<file path="config.mk">
export PLATFORM = sky130hd
export DESIGN_NAME = alu_exec_sequencer
export DESIGN_NICKNAME = d
export VERILOG_FILES = /design/src/rtl/alu_pkg.sv /design/src/rtl/alu_core.sv /design/src/rtl/alu_exec_sequencer.sv
export SDC_FILE = /design/constraint.sdc
export NUM_CORES = 1
export LEC_CHECK = 0
export ABC_AREA = 1
export CAP_MARGIN = 20
export CORE_MARGIN = 10
export CORE_UTILIZATION = 55
export CTS_BUF_LIST = sky130_fd_sc_hd__clkbuf_16
export DETAILED_ROUTE_END_ITERATION = 12
export DONT_BUFFER_PORTS = 1
export GPL_ROUTABILITY_DRIVEN = 0
export PLACE_DENSITY = 0.7
export SYNTH_ARGS = -nofsm -noshare
export SYNTH_HDL_FRONTEND = slang
export SYNTH_SLANG_ARGS = --single-unit
</file>
<file path="constraint.sdc">
create_clock -name clock -period 3.3 [get_ports clock]
set_input_delay 0.99 -clock clock [delete_from_list [all_inputs] [get_ports clock]]
set_output_delay 0.99 -clock clock [all_outputs]
set_load 0.01 [all_outputs]
</file>
<file path="src/rtl/alu_pkg.sv">
// ---------------------------------------------------------------------------
// alu_pkg
// Shared constants for the execute stage that sits behind the 16x16 register
// file: opcodes, instruction field positions, flag bit indices and the
// sequencer state encoding.
// Configuration macro: ALU_MUL_EN adds the MUL state (opcode 0xB).
// ---------------------------------------------------------------------------
package alu_pkg;

   // Opcodes (instr[15:12])
   localparam logic [3:0] OP_ADD = 4'h0;
   localparam logic [3:0] OP_SUB = 4'h1;
   localparam logic [3:0] OP_AND = 4'h2;
   localparam logic [3:0] OP_OR  = 4'h3;
   localparam logic [3:0] OP_XOR = 4'h4;
   localparam logic [3:0] OP_NOT = 4'h5;
   localparam logic [3:0] OP_SHL = 4'h6;
   localparam logic [3:0] OP_SHR = 4'h7;
   localparam logic [3:0] OP_MOV = 4'h8;
   localparam logic [3:0] OP_CMP = 4'hA;
   localparam logic [3:0] OP_MUL = 4'hB;

   // Instruction field bit positions
   localparam int OP_HI = 15;
   localparam int OP_LO = 12;
   localparam int RD_HI = 11;
   localparam int RD_LO = 8;
   localparam int RA_HI = 7;
   localparam int RA_LO = 4;
   localparam int RB_HI = 3;
   localparam int RB_LO = 0;

   // Flag bit indices within {Z,N,C,V}
   localparam int FLG_Z = 3;
   localparam int FLG_N = 2;
   localparam int FLG_C = 1;
   localparam int FLG_V = 0;

   typedef enum logic [2:0] {
      S_IDLE  = 3'd0,
      S_READ  = 3'd1,
      S_EXEC  = 3'd2,
      S_WRITE = 3'd3
`ifdef ALU_MUL_EN
      ,
      S_MUL   = 3'd4
`endif
   } state_e;

endpackage

</file>
<file path="src/rtl/alu_core.sv">
// ---------------------------------------------------------------------------
// alu_core
// Purely combinational ALU: result and {Z,N,C,V} from op, a and b.
// Ports:
//   op_i      opcode
//   a_i, b_i  operands
//   result_o  ALU result (CMP yields the difference)
//   flags_o   {Z,N,C,V}
//   legal_o   opcode is implemented here (MUL is iterated by the sequencer)
// ---------------------------------------------------------------------------
module alu_core
   import alu_pkg::*;
#(
   parameter int WIDTH = 16
) (
   input  logic [3:0]       op_i,
   input  logic [WIDTH-1:0] a_i,
   input  logic [WIDTH-1:0] b_i,
   output logic [WIDTH-1:0] result_o,
   output logic [3:0]       flags_o,
   output logic             legal_o
);

   logic [WIDTH:0] sum;
   logic           c;
   logic           v;

   always_comb begin
      result_o = '0;
      flags_o  = '0;
      legal_o  = 1'b1;
      sum      = '0;
      c        = 1'b0;
      v        = 1'b0;
      case (op_i)
         OP_ADD: begin
            sum      = {1'b0, a_i} + {1'b0, b_i};
            result_o = sum[WIDTH-1:0];
            c        = sum[WIDTH];
            v        = (a_i[WIDTH-1] == b_i[WIDTH-1]) && (result_o[WIDTH-1] != a_i[WIDTH-1]);
         end
         OP_SUB, OP_CMP: begin
            // the extra top bit of the widened difference is the borrow
            sum      = {1'b0, a_i} - {1'b0, b_i};
            result_o = sum[WIDTH-1:0];
            c        = sum[WIDTH];
            v        = (a_i[WIDTH-1] != b_i[WIDTH-1]) && (result_o[WIDTH-1] != a_i[WIDTH-1]);
         end
         OP_AND: result_o = a_i & b_i;
         OP_OR:  result_o = a_i | b_i;
         OP_XOR: result_o = a_i ^ b_i;
         OP_NOT: result_o = ~a_i;
         OP_SHL: begin
            result_o = {a_i[WIDTH-2:0], 1'b0};
            c        = a_i[WIDTH-1];
         end
         OP_SHR: begin
            result_o = {1'b0, a_i[WIDTH-1:1]};
            c        = a_i[0];
         end
         OP_MOV: result_o = a_i;
         default: legal_o = 1'b0;
      endcase
      flags_o[FLG_Z] = (result_o == '0);
      flags_o[FLG_N] = result_o[WIDTH-1];
      flags_o[FLG_C] = c;
      flags_o[FLG_V] = v;
   end

endmodule

</file>
<file path="src/rtl/alu_exec_sequencer.sv">
// ---------------------------------------------------------------------------
// alu_exec_sequencer
// Execute stage behind the 16x16 register file. Accepts one instruction per
// handshake, drives the read selects, consumes the registered operands,
// computes result/flags and writes back through WR/RegSelect/IN.
// One instruction in flight: IDLE -> READ -> EXEC -> (MUL) -> WRITE -> IDLE.
// Ports:
//   clock, reset          rising-edge clock, synchronous active-low reset
//   instr, instr_valid    instruction {op,rd,ra,rb} and its valid
//   instr_ready           high in IDLE only
//   opa, opb              register file OUTA/OUTB (registered by the file)
//   a_sel, b_sel          register file read selects (ra/rb of the latch)
//   wr, wr_sel, wr_data   register file write port
//   flags                 registered {Z,N,C,V}
//   done, illegal, busy   retire pulse, undefined-opcode pulse, not-IDLE
// Configuration macro: ALU_MUL_EN enables opcode 0xB (16-cycle shift-add MUL).
// ---------------------------------------------------------------------------
module alu_exec_sequencer
   import alu_pkg::*;
#(
   parameter int WIDTH = 16,
   parameter int SELW  = 4
) (
   input  logic             clock,
   input  logic             reset,
   input  logic [15:0]      instr,
   input  logic             instr_valid,
   output logic             instr_ready,
   input  logic [WIDTH-1:0] opa,
   input  logic [WIDTH-1:0] opb,
   output logic [SELW-1:0]  a_sel,
   output logic [SELW-1:0]  b_sel,
   output logic             wr,
   output logic [SELW-1:0]  wr_sel,
   output logic [WIDTH-1:0] wr_data,
   output logic [3:0]       flags,
   output logic             done,
   output logic             illegal,
   output logic             busy
);

   state_e           state_q, state_d;
   logic [15:0]      instr_q, instr_d;
   logic [WIDTH-1:0] result_q, result_d;
   logic [3:0]       flags_q, flags_d;

   logic [WIDTH-1:0] core_res;
   logic [3:0]       core_flags;
   logic             core_legal;
   logic             op_legal;
   logic             op_writes;
   logic [3:0]       op;

`ifdef ALU_MUL_EN
   logic [2*WIDTH-1:0] mcand_q, mcand_d;
   logic [WIDTH-1:0]   mplier_q, mplier_d;
   logic [2*WIDTH-1:0] acc_q, acc_d;
   logic [3:0]         cnt_q, cnt_d;
`endif

   assign op = instr_q[OP_HI:OP_LO];

   alu_core #(.WIDTH(WIDTH)) u_core (
      .op_i     (op),
      .a_i      (opa),
      .b_i      (opb),
      .result_o (core_res),
      .flags_o  (core_flags),
      .legal_o  (core_legal)
   );

`ifdef ALU_MUL_EN
   assign op_legal = core_legal | (op == OP_MUL);
`else
   assign op_legal = core_legal;
`endif
   assign op_writes = op_legal && (op != OP_CMP);

   // Selects come straight from the latch, so they hold until the next accept.
   assign a_sel       = instr_q[RA_HI:RA_LO];
   assign b_sel       = instr_q[RB_HI:RB_LO];
   assign wr_sel      = instr_q[RD_HI:RD_LO];
   assign wr_data     = result_q;
   assign flags       = flags_q;
   assign instr_ready = (state_q == S_IDLE);
   assign busy        = (state_q != S_IDLE);

   always_comb begin
      state_d  = state_q;
      instr_d  = instr_q;
      result_d = result_q;
      flags_d  = flags_q;
      done     = 1'b0;
      wr       = 1'b0;
      illegal  = 1'b0;
`ifdef ALU_MUL_EN
      mcand_d  = mcand_q;
      mplier_d = mplier_q;
      acc_d    = acc_q;
      cnt_d    = cnt_q;
`endif
      case (state_q)
         S_IDLE: begin
            if (instr_valid) begin
               instr_d = instr;
               state_d = S_READ;
            end
         end
         S_READ: state_d = S_EXEC;
         S_EXEC: begin
            state_d = S_WRITE;
`ifdef ALU_MUL_EN
            if (op == OP_MUL) begin
               state_d  = S_MUL;
               mcand_d  = {{WIDTH{1'b0}}, opa};
               mplier_d = opb;
               acc_d    = '0;
               cnt_d    = '0;
            end else
`endif
            // illegal opcodes leave result and flags untouched
            if (core_legal) begin
               result_d = core_res;
               flags_d  = core_flags;
            end
         end
`ifdef ALU_MUL_EN
         S_MUL: begin
            acc_d    = acc_q + (mplier_q[0] ? mcand_q : '0);
            mcand_d  = mcand_q << 1;
            mplier_d = mplier_q >> 1;
            cnt_d    = cnt_q + 4'd1;
            if (cnt_q == 4'd15) begin
               state_d        = S_WRITE;
               result_d       = acc_d[WIDTH-1:0];
               flags_d        = '0;
               flags_d[FLG_Z] = (acc_d[WIDTH-1:0] == '0);
               flags_d[FLG_N] = acc_d[WIDTH-1];
               flags_d[FLG_C] = |acc_d[2*WIDTH-1:WIDTH];
            end
         end
`endif
         S_WRITE: begin
            // gated by reset so an abandoned write never reaches the file
            done    = reset;
            wr      = reset && op_writes;
            illegal = reset && !op_legal;
            state_d = S_IDLE;
         end
         default: state_d = S_IDLE;
      endcase
   end

   always_ff @(posedge clock) begin
      if (!reset) begin
         state_q  <= S_IDLE;
         instr_q  <= '0;
         result_q <= '0;
         flags_q  <= '0;
`ifdef ALU_MUL_EN
         mcand_q  <= '0;
         mplier_q <= '0;
         acc_q    <= '0;
         cnt_q    <= '0;
`endif
      end else begin
         state_q  <= state_d;
         instr_q  <= instr_d;
         result_q <= result_d;
         flags_q  <= flags_d;
`ifdef ALU_MUL_EN
         mcand_q  <= mcand_d;
         mplier_q <= mplier_d;
         acc_q    <= acc_d;
         cnt_q    <= cnt_d;
`endif
      end
   end

endmodule

</file>
-- After elaboration in Yosys (flattened, before gate mapping)
Cells that the tools add are included.
- register bits after elaboration: 39
- latch bits: 0
- memories: 0
- logic and storage cells: 51
- memory bits (writable): 0
- bits in read-only memories: 0
- reduce and logical (&&, ||, !) cells: 14
- muxes and demuxes: 9
- bitwise logic cells: 4
- shifts and indexed selects: 0
- equal/unequal tests: 18
- $mul: 0
- order comparisons: 0
- $add $sub $neg: 2
- div/mod/pow operators: 0
- operators by type and width (operator ; number):
    16-bit case mux with 9 select lines ; 1
    16-bit by 16-bit adder with 17-bit output ; 1
    16-bit by 16-bit subtractor with 17-bit output ; 1
    16-bit AND ; 1
    4-bit by 3-bit equality test with 1-bit output, second input constant ; 4
    16-bit zero test ; 1
    16-bit NOT ; 1
    16-bit bitwise OR ; 1
    16-bit bitwise XOR ; 1
    10-bit OR reduction ; 1
    3-bit case mux with 3 select lines ; 1
    4-bit by 2-bit equality test with 1-bit output, second input constant ; 2
    4-bit equality test, second input constant ; 2
    3-bit by 2-bit equality test with 1-bit output, second input constant ; 2
    1-bit logical AND ; 5
    4-bit by 1-bit equality test with 1-bit output, second input constant ; 1
    4-bit zero test ; 1
    1-bit 2-to-1 mux ; 4
    4-bit != test, second input constant ; 1
    1-bit case mux with 4 select lines ; 1
    2-bit AND reduction ; 2
    3-bit by 1-bit equality test with 1-bit output, second input constant ; 1
    3-bit zero test ; 1
    3-bit 2-to-1 mux ; 1
    7 further kinds ; 9

-- Logic depth before layout (Yosys ltp)
Gate-level depths: netlist (run 1).
- depth in word-level cells: 6
- gate-level depth with buffers: 19
- gate-level depth less buffers: 18

-- Hierarchy
A second synthesis (run 1) with hierarchy kept.
- cells, all modules: 894
- area total of the unflattened synthesis: 5136.2 um^2
- by module, submodules not included (module ; area each (um^2) ; instances ; cells each):
    alu_core ; 3528.4 ; 1 ; 697
    alu_exec_sequencer ; 1607.8 ; 1 ; 197

-- Least setup slack after synthesis (run 1)
OpenSTA, ideal clock, no wires.
- path kind: input-to-reg
- start: in opa[0]
- end: reg flags_q[3], in the netlist flags[3]
- arrival time: 2658 ps
- stages: 14
- buffers on the path: 0
- setup slack: 572 ps
- path through: inv_1 ha_1 inv_1 fa_1 or2_2 nand3_1 nand3_1 nor2_1 nand2_1 nor2_1 nand3_1 nor2_1 nand3_1 a21oi_1
- longest elaborated chain between the ends: 3
- elaborated cells on any way between the ends: 8
- those cells by class: 2 x add/sub; 1 x mux; 4 x bitwise; 1 x reduce/logical
- RTL lines (what ; RTL line ; source):
    from (decl) ; alu_exec_sequencer.sv:29 ; input logic [WIDTH-1:0] opa,
    16-bit by 16-bit subtractor with 17-bit output (tied with other cells) ; alu_core.sv:44 ; sum = {1'b0, a_i} - {1'b0, b_i};
    16-bit case mux with 9 select lines * ; alu_core.sv:35 ; case (op_i)
    16-bit zero test * ; alu_core.sv:64 ; flags_o[FLG_Z] = (result_o == '0);
    to (signal assigned) ; alu_exec_sequencer.sv:170 ; flags_q <= flags_d;
    to (decl) ; alu_exec_sequencer.sv:45 ; logic [3:0] flags_q, flags_d;
Mark *: on every way between the ends. The rest lies on a longest branch, timed or not.
A chain may end at the register's enable or synchronous reset.

-- Final worst setup path (run 1)
Ends and elaborated chain as after synthesis.

==> out/metrics.yaml, run 1 <==
outcome:
  outcome: "finished clean"
worst_setup_path:
  cp_cell_sequence: "ha_1 > inv_1 > fa_1 > inv_1 > nand3_1 > nand2_1 > nand2_1 > nand2_1 > nand2_1 > nand3_1 > nand3_1 > nor2_1 > nand3_1 > nor2_1 > nand3_1 > a21oi_1"
  endpoint_kind: "flop"
  r2r_cells: 12
  rr_endpoint: "flags[3]$_SDFFE_PN0P_"
  crit_top_cell: "nand3_1"
  cp_data_arrival_time_ns: 3.10
  critPathKind: "primary input to flop"
  r2r_slack_ns: 0.81
  crit_path_start_kind: "primary input"
  startpoint: "opa[0]"
  crit_end: "flags[3]$_SDFFE_PN0P_"
  required_ns: 3.51
  crit_slowest_cell: "fa_1"
  slowest_delay_ns: 0.39
  r2r-start: "instr_q[12]$_SDFFE_PN0P_"
  crit_fanout: 5
cts:
  cts_buffer_depth: 2
  cts_hold_buf: 0
  numClockSinks: 37
  clk_pin_slew_ns: 0.06
  h-tree-depth: 2
  clkLatencyLatePin_ns: 0.28
  root_buffer: "clkbuf_16"
  cts_buffers: 5
  post_cts_buffers: 0
  cts_resized: 0
  cts_tree: "yes"
synth:
  synth_common_cells: "nand2_1, inv_1, nor2_1, nand3_1, ha_1"
  syn-num-nets: 959
  syn_area_um2: 4840
  synth_area_leaders: "nand2_1, dfxtp_1, ha_1"
  ys_seq_area_share_pct: 15.3
  synthCells: 855
  synth.avg_cell_area_um2: 5.66
  synth.most_common_cell: "nand2_1"
  synth.distinct_cells: 33
  ys_warn_count: 0
  yosysTopAreaCell: "nand2_1"
  yosys_most_used_dff: "dfxtp_1"
  synth-seq-cells: 37
  async_flop_share_pct: 0
  yosysTopAreaCellShare_pct: 17.4
  synth_edf_count: 0
floorplan:
  die_area_um2: 13000
  row_count: 34
  ios: 88
  dieHeight_um: 114
  core_um2: 8640
  start_util_pct: 56.1
  fp.dieW_um: 114
drt:
  via_count: 5429
  drc: 0
  vias_per_cell: 5.81
  drt_pass1_iterations: 9
  drt_wl_total_mm: 15.4
  post_drt_wl_per_cell_um: 16.5
  postRouteAntennaNets: 0
  drt_iter0_drc: 557
sta:
  finalSetupTns_ns: 0
  tightest_slew_ns: 1.05
  fin_ws_ns: 0.405
  fmax_mhz: 345
  rsz0062_at_grt: "false"
  period_needed_ns: 2.90
  finClkSkew_ns: 0.00523
  relSlewSlack_pct: 29.8
  slew_viol_final: 0
  hold_slack_ns: 0.503
  finalSetupViolCount: 0
  finalCritPeriodShare_pct: 87.7
  finalHoldViolCount: 0
finish:
  nFillCells: 943
  drive_gt1_share_pct: 3.63
  final_core_util_pct: 56.5
  antenna_cells: 0
  num-nets-final: 930
  area_growth_syn_to_layout_pct: 0.775
worst_hold_path:
  hp-class: "flop to flop"
global_routing:
  grt_pass1_wl_mm: 24.6
  antenna_found_initial: 0
  grt_max_degree: 32
  track_usage_pct: 22.5
  gr-total-overflow: 0
  grt_pass1_vias: 5115
placed_design:
  dp_hpwl_mm: 12.4
  port_buffers: 0
  dp_slack_ns: 0.222
pwr:
  ir_drop_uv: 480
  power.leakage_nw: 2.67
  power_density_nw_per_um2: 574
  power_mw: 2.80
run:
  maxCapViolCount: 0
critical path: cells and delay by family:
kind | cells | cell delay (ns)
and+or+nand+nor | 11 | 1.13
AOI/OAI and AO/OA | 1 | 0.11
buffers and inverters | 2 | 0.24
adders and majority gates | 2 | 0.62
cell families after synthesis:
logic type / Yosys count / share of synthesized area [%]
flops: 37 / 15.3
compound gates: 110 / 13.0
buf+inv: 172 / 15.7
fa+ha+maj: 53 / 14.0
simple gates: 482 / 41.9
xor+xnor: 1 / 0.181
routing by layer:
layer	up-vias	GRT usage (%)	routed length [µm]
met3	40	4.46	1480
met4	0	8.02	450
met5	-	0	0
li1	2649	-	-
met1	2449	27.7	6320
met2	291	38.0	7160
cells in the final DEF (no fill, tap or decap), drive strengths merged:
master  netlist  final
a21o          1      1
a21oi        36     36
a31oi         1      1
and2          2      2
and3          2      2
buf          31      3
clkbuf        8      5
clkinv        0      2
dfxtp        37     37
fa            2      2
ha           51     51
inv         133    134
nand2       231    231
nand3       100    100
nand3b        2      2
nand4         9      9
nor2        124    124
nor3          8      8
nor4          1      1
o211ai       14     14
o21ai        38     38
o21bai        5      5
o221ai        3      3
o22ai        12     12
or2           3      3
xor2          1      1
how the worst min path moves through the flow:
stage / start / endpoint / slack (ns) / cells after the start
after floorplan: instr_q[0]$_SDFFE_PN0P_ / instr_q[0]$_SDFFE_PN0P_ / 0.46 / 2
final: state_q[1]$_SDFFE_PN0P_ / state_q[1]$_SDFFE_PN0P_ / 0.50 / 2
after global placement: state_q[1]$_SDFFE_PN0P_ / state_q[1]$_SDFFE_PN0P_ / 0.48 / 2
after global routing: state_q[1]$_SDFFE_PN0P_ / state_q[1]$_SDFFE_PN0P_ / 0.53 / 2
after CTS: state_q[1]$_SDFFE_PN0P_ / state_q[1]$_SDFFE_PN0P_ / 0.51 / 2
after detailed placement: state_q[1]$_SDFFE_PN0P_ / state_q[1]$_SDFFE_PN0P_ / 0.50 / 2
registers in the layout, indices dropped and copies added (netlist names):
| signal | cells |
|---|---|
| state_q | 2 |
| wr_data | 15 |
| instr_q | 16 |
| flags | 4 |
where the power goes:
group          switching [mW]  internal, mW
logic                    1.09         0.471
registers               0.188         0.607
clock network           0.170         0.274
cell type report:
class / instances / area [µm²] / area share, %
Timing Repair Buffer: 3 / 22.5 / 0.461
Tap cell: 108 / 135 / 2.77
Clock inverter: 3 / 13.8 / 0.282
Multi-Input combinational cell: 646 / 3340 / 68.5
Sequential cell: 37 / 741 / 15.2
Clock buffer: 5 / 125 / 2.56
Inverter: 133 / 499 / 10.2
stage by stage:
stage / std cells / area, µm²
5_1_grt: 935 / 4880
4_1_cts: 935 / 4880
3_3_place_gp: 927 / 4740
3_5_place_dp: 927 / 4740
2_1_floorplan: 855 / 4840
6_report: 935 / 4880
No activity file was read; power rests on OpenSTA's default activity.
==> run 2: changes to the inputs <==
==> constraint.sdc (replaced) <==
create_clock -name clock -period 3.1 [get_ports clock]
set_input_delay 0.93 -clock clock [delete_from_list [all_inputs] [get_ports clock]]
set_output_delay 0.93 -clock clock [all_outputs]
set_load 0.01 [all_outputs]
==> run 2 against run 1 <==
Effect of this change: setup slack got worse by 0.037 ns; register-to-register slack lost 0.12 ns; clock skew is 0.0025 ns lower; final cell count up 0.21%; sequential cell count did not move; non-clock buffer count up 2; combinational power up 5%; sequential power grew 6.4%; critical endpoint unchanged; largest cell class unchanged.
==> out/metrics.yaml, run 2 (synthesis gave the netlist of run 1 again) <==
outcome:
  outcome: "finished clean"
finish:
  seq_area_um2: 741  # unchanged
  final_core_util_pct: 56.7  # +0.17 points
  layout_common_cells: "nand2_1, inv_1, nor2_1"
  antenna_cells: 0  # unchanged
  design_area_um2: 4900  # +0.31%
  largest_register: "instr_q"
  num-nets-final: 932  # +0.22%
  final_common_cell: "nand2_1"
  nFillCells: 876  # -7.1%
  area_growth_syn_to_layout_pct: 1.09
  drive_gt1_share_pct: 3.86  # +0.23 points
  multi_input_area_um2: 3340  # unchanged
  largest_reg_flops: 16  # unchanged
drt:
  drt_pass1_iterations: 5  # -4
  via_count: 5307  # -2.2%
  drt_wl_total_mm: 14.9  # -3.4%
  drc: 0  # unchanged
  post_drt_wl_per_cell_um: 15.9  # -3.6%
  postRouteAntennaNets: 0  # unchanged
  drt_iter0_drc: 485  # -13%
  vias_per_cell: 5.66  # -2.5%
worst_setup_path:
  crit_path_start_kind: "primary input"
  crit_family: "simple AND/OR/NAND/NOR gates"
  worst-path-buf-inv: 2  # unchanged
  slowest_delay_ns: 0.45  # +0.06 ns
  critPathKind: "primary input to flop"
  r2r_slack_ns: 0.69  # -0.12 ns
  crit_slowest_cell: "fa_1"
  cp_data_arrival_time_ns: 2.94  # -0.16 ns
  crit_fanout: 5  # unchanged
  cp_cell_sequence: "inv_1 > ha_1 > inv_1 > fa_1 > or2_2 > nand3_1 > nand3_1 > nor2_1 > nand2_1 > nor2_1 > nand3_1 > nor2_1 > nand3_1 > a21oi_1"
  endpoint_kind: "flop"
  required_ns: 3.31  # -0.20 ns
  crit_top_cell: "nand3_1"
cts:
  cts_resized: 0  # unchanged
  cts_tree: "yes"
  clk_pin_slew_ns: 0.05  # about the same
  root_buffer: "clkbuf_16"
  h-tree-depth: 2  # unchanged
  cts_hold_buf: 0  # unchanged
  numClockSinks: 37  # unchanged
  cts_buffers: 5  # unchanged
  cts_buffer_depth: 2  # unchanged
  post_cts_buffers: 0  # unchanged
  clkLatencyLatePin_ns: 0.27  # about the same
sta:
  period_needed_ns: 2.73
  finalHoldViolCount: 0  # unchanged
  fmax_mhz: 366
  tightest_slew_ns: 0.863  # -0.186 ns
  rsz0062_at_grt: "false"
  finClkSkew_ns: 0.00269  # -0.00254 ns
  slew_viol_final: 0  # unchanged
  finalCritPeriodShare_pct: 88.1
  finalSetupTns_ns: 0  # unchanged
  finalSetupViolCount: 0  # unchanged
  relSlewSlack_pct: 42.2  # +12 points
global_routing:
  antenna_found_initial: 0  # unchanged
  grt_max_degree: 32  # unchanged
  gr-total-overflow: 0  # unchanged
  track_usage_pct: 22.2  # -0.25 points
  grt_pass1_wl_mm: 24.3  # -1.2%
  grt_pass1_vias: 4991  # -2.4%
floorplan:
  die_area_um2: 13000  # unchanged
  core_um2: 8640  # unchanged
  fp.dieW_um: 114  # unchanged
  row_count: 34  # unchanged
  start_util_pct: 56.1  # unchanged
  ios: 88  # unchanged
  dieHeight_um: 114  # unchanged
worst_hold_path:
  hp-class: "flop to flop"
placed_design:
  dp_hpwl_mm: 12.1  # -1.9%
  port_buffers: 0  # unchanged
  place_area_um2: 4760  # +0.32%
pwr:
  power_density_nw_per_um2: 605  # +5.3%
  ir_drop_uv: 458  # -4.6%
  power.leakage_nw: 2.69  # +0.41%
run:
  maxCapViolCount: 0  # unchanged
## run 2: power breakdown
group | leakage, nW | total, mW | internal [mW] | switching [mW]
sequential | 0.305 | 0.846 | 0.647 | 0.199
clock | 0.0748 | 0.475 | 0.291 | 0.183
combinational | 2.31 | 1.64 | 0.501 | 1.14
## run 2: area by class of cell
type	count	area share [%]
Clock inverter	3	0.281
Timing Repair Buffer	5	0.767
Multi-Input combinational cell	646	68.3
Inverter	133	10.2
Clock buffer	5	2.56
Sequential cell	37	15.1
Tap cell	108	2.76
## run 2: stage by stage
stage	setup slack [ns]	hold slack, ns	cells	power [mW]
after floorplan	0.432	0.456	855	2.12
after global placement	0.117	0.482	929	2.45
after detailed placement	0.118	0.497	929	2.48
after CTS	0.392	0.505	937	2.96
after global routing	0.125	0.532	937	3.24
final	0.368	0.498	937	2.96
## run 2: routing by layer
metal | wire length (µm) | track usage (%)
met1 | 6150 | 27.7
met2 | 6590 | 35.2
met3 | 1450 | 5.14
met4 | 703 | 11.3
met5 | 0 | 0
## run 2: worst reg2reg max path, delay by kind of cell (launching register included)
kind,cells,cell delay [ns]
compound gates,1,0.06
flops,1,0.35
simple gates,10,1.88
## run 2: final timing paths
| check | start | endpoint | cells after the start |
|---|---|---|---|
| max | opa[0] | flags[3]$_SDFFE_PN0P_ | 14 |
| min | state_q[1]$_SDFFE_PN0P_ | state_q[1]$_SDFFE_PN0P_ | 2 |
| max reg2reg | instr_q[15]$_SDFFE_PN0P_ | flags[3]$_SDFFE_PN0P_ | 11 |
| min reg2reg | state_q[1]$_SDFFE_PN0P_ | state_q[1]$_SDFFE_PN0P_ | 2 |
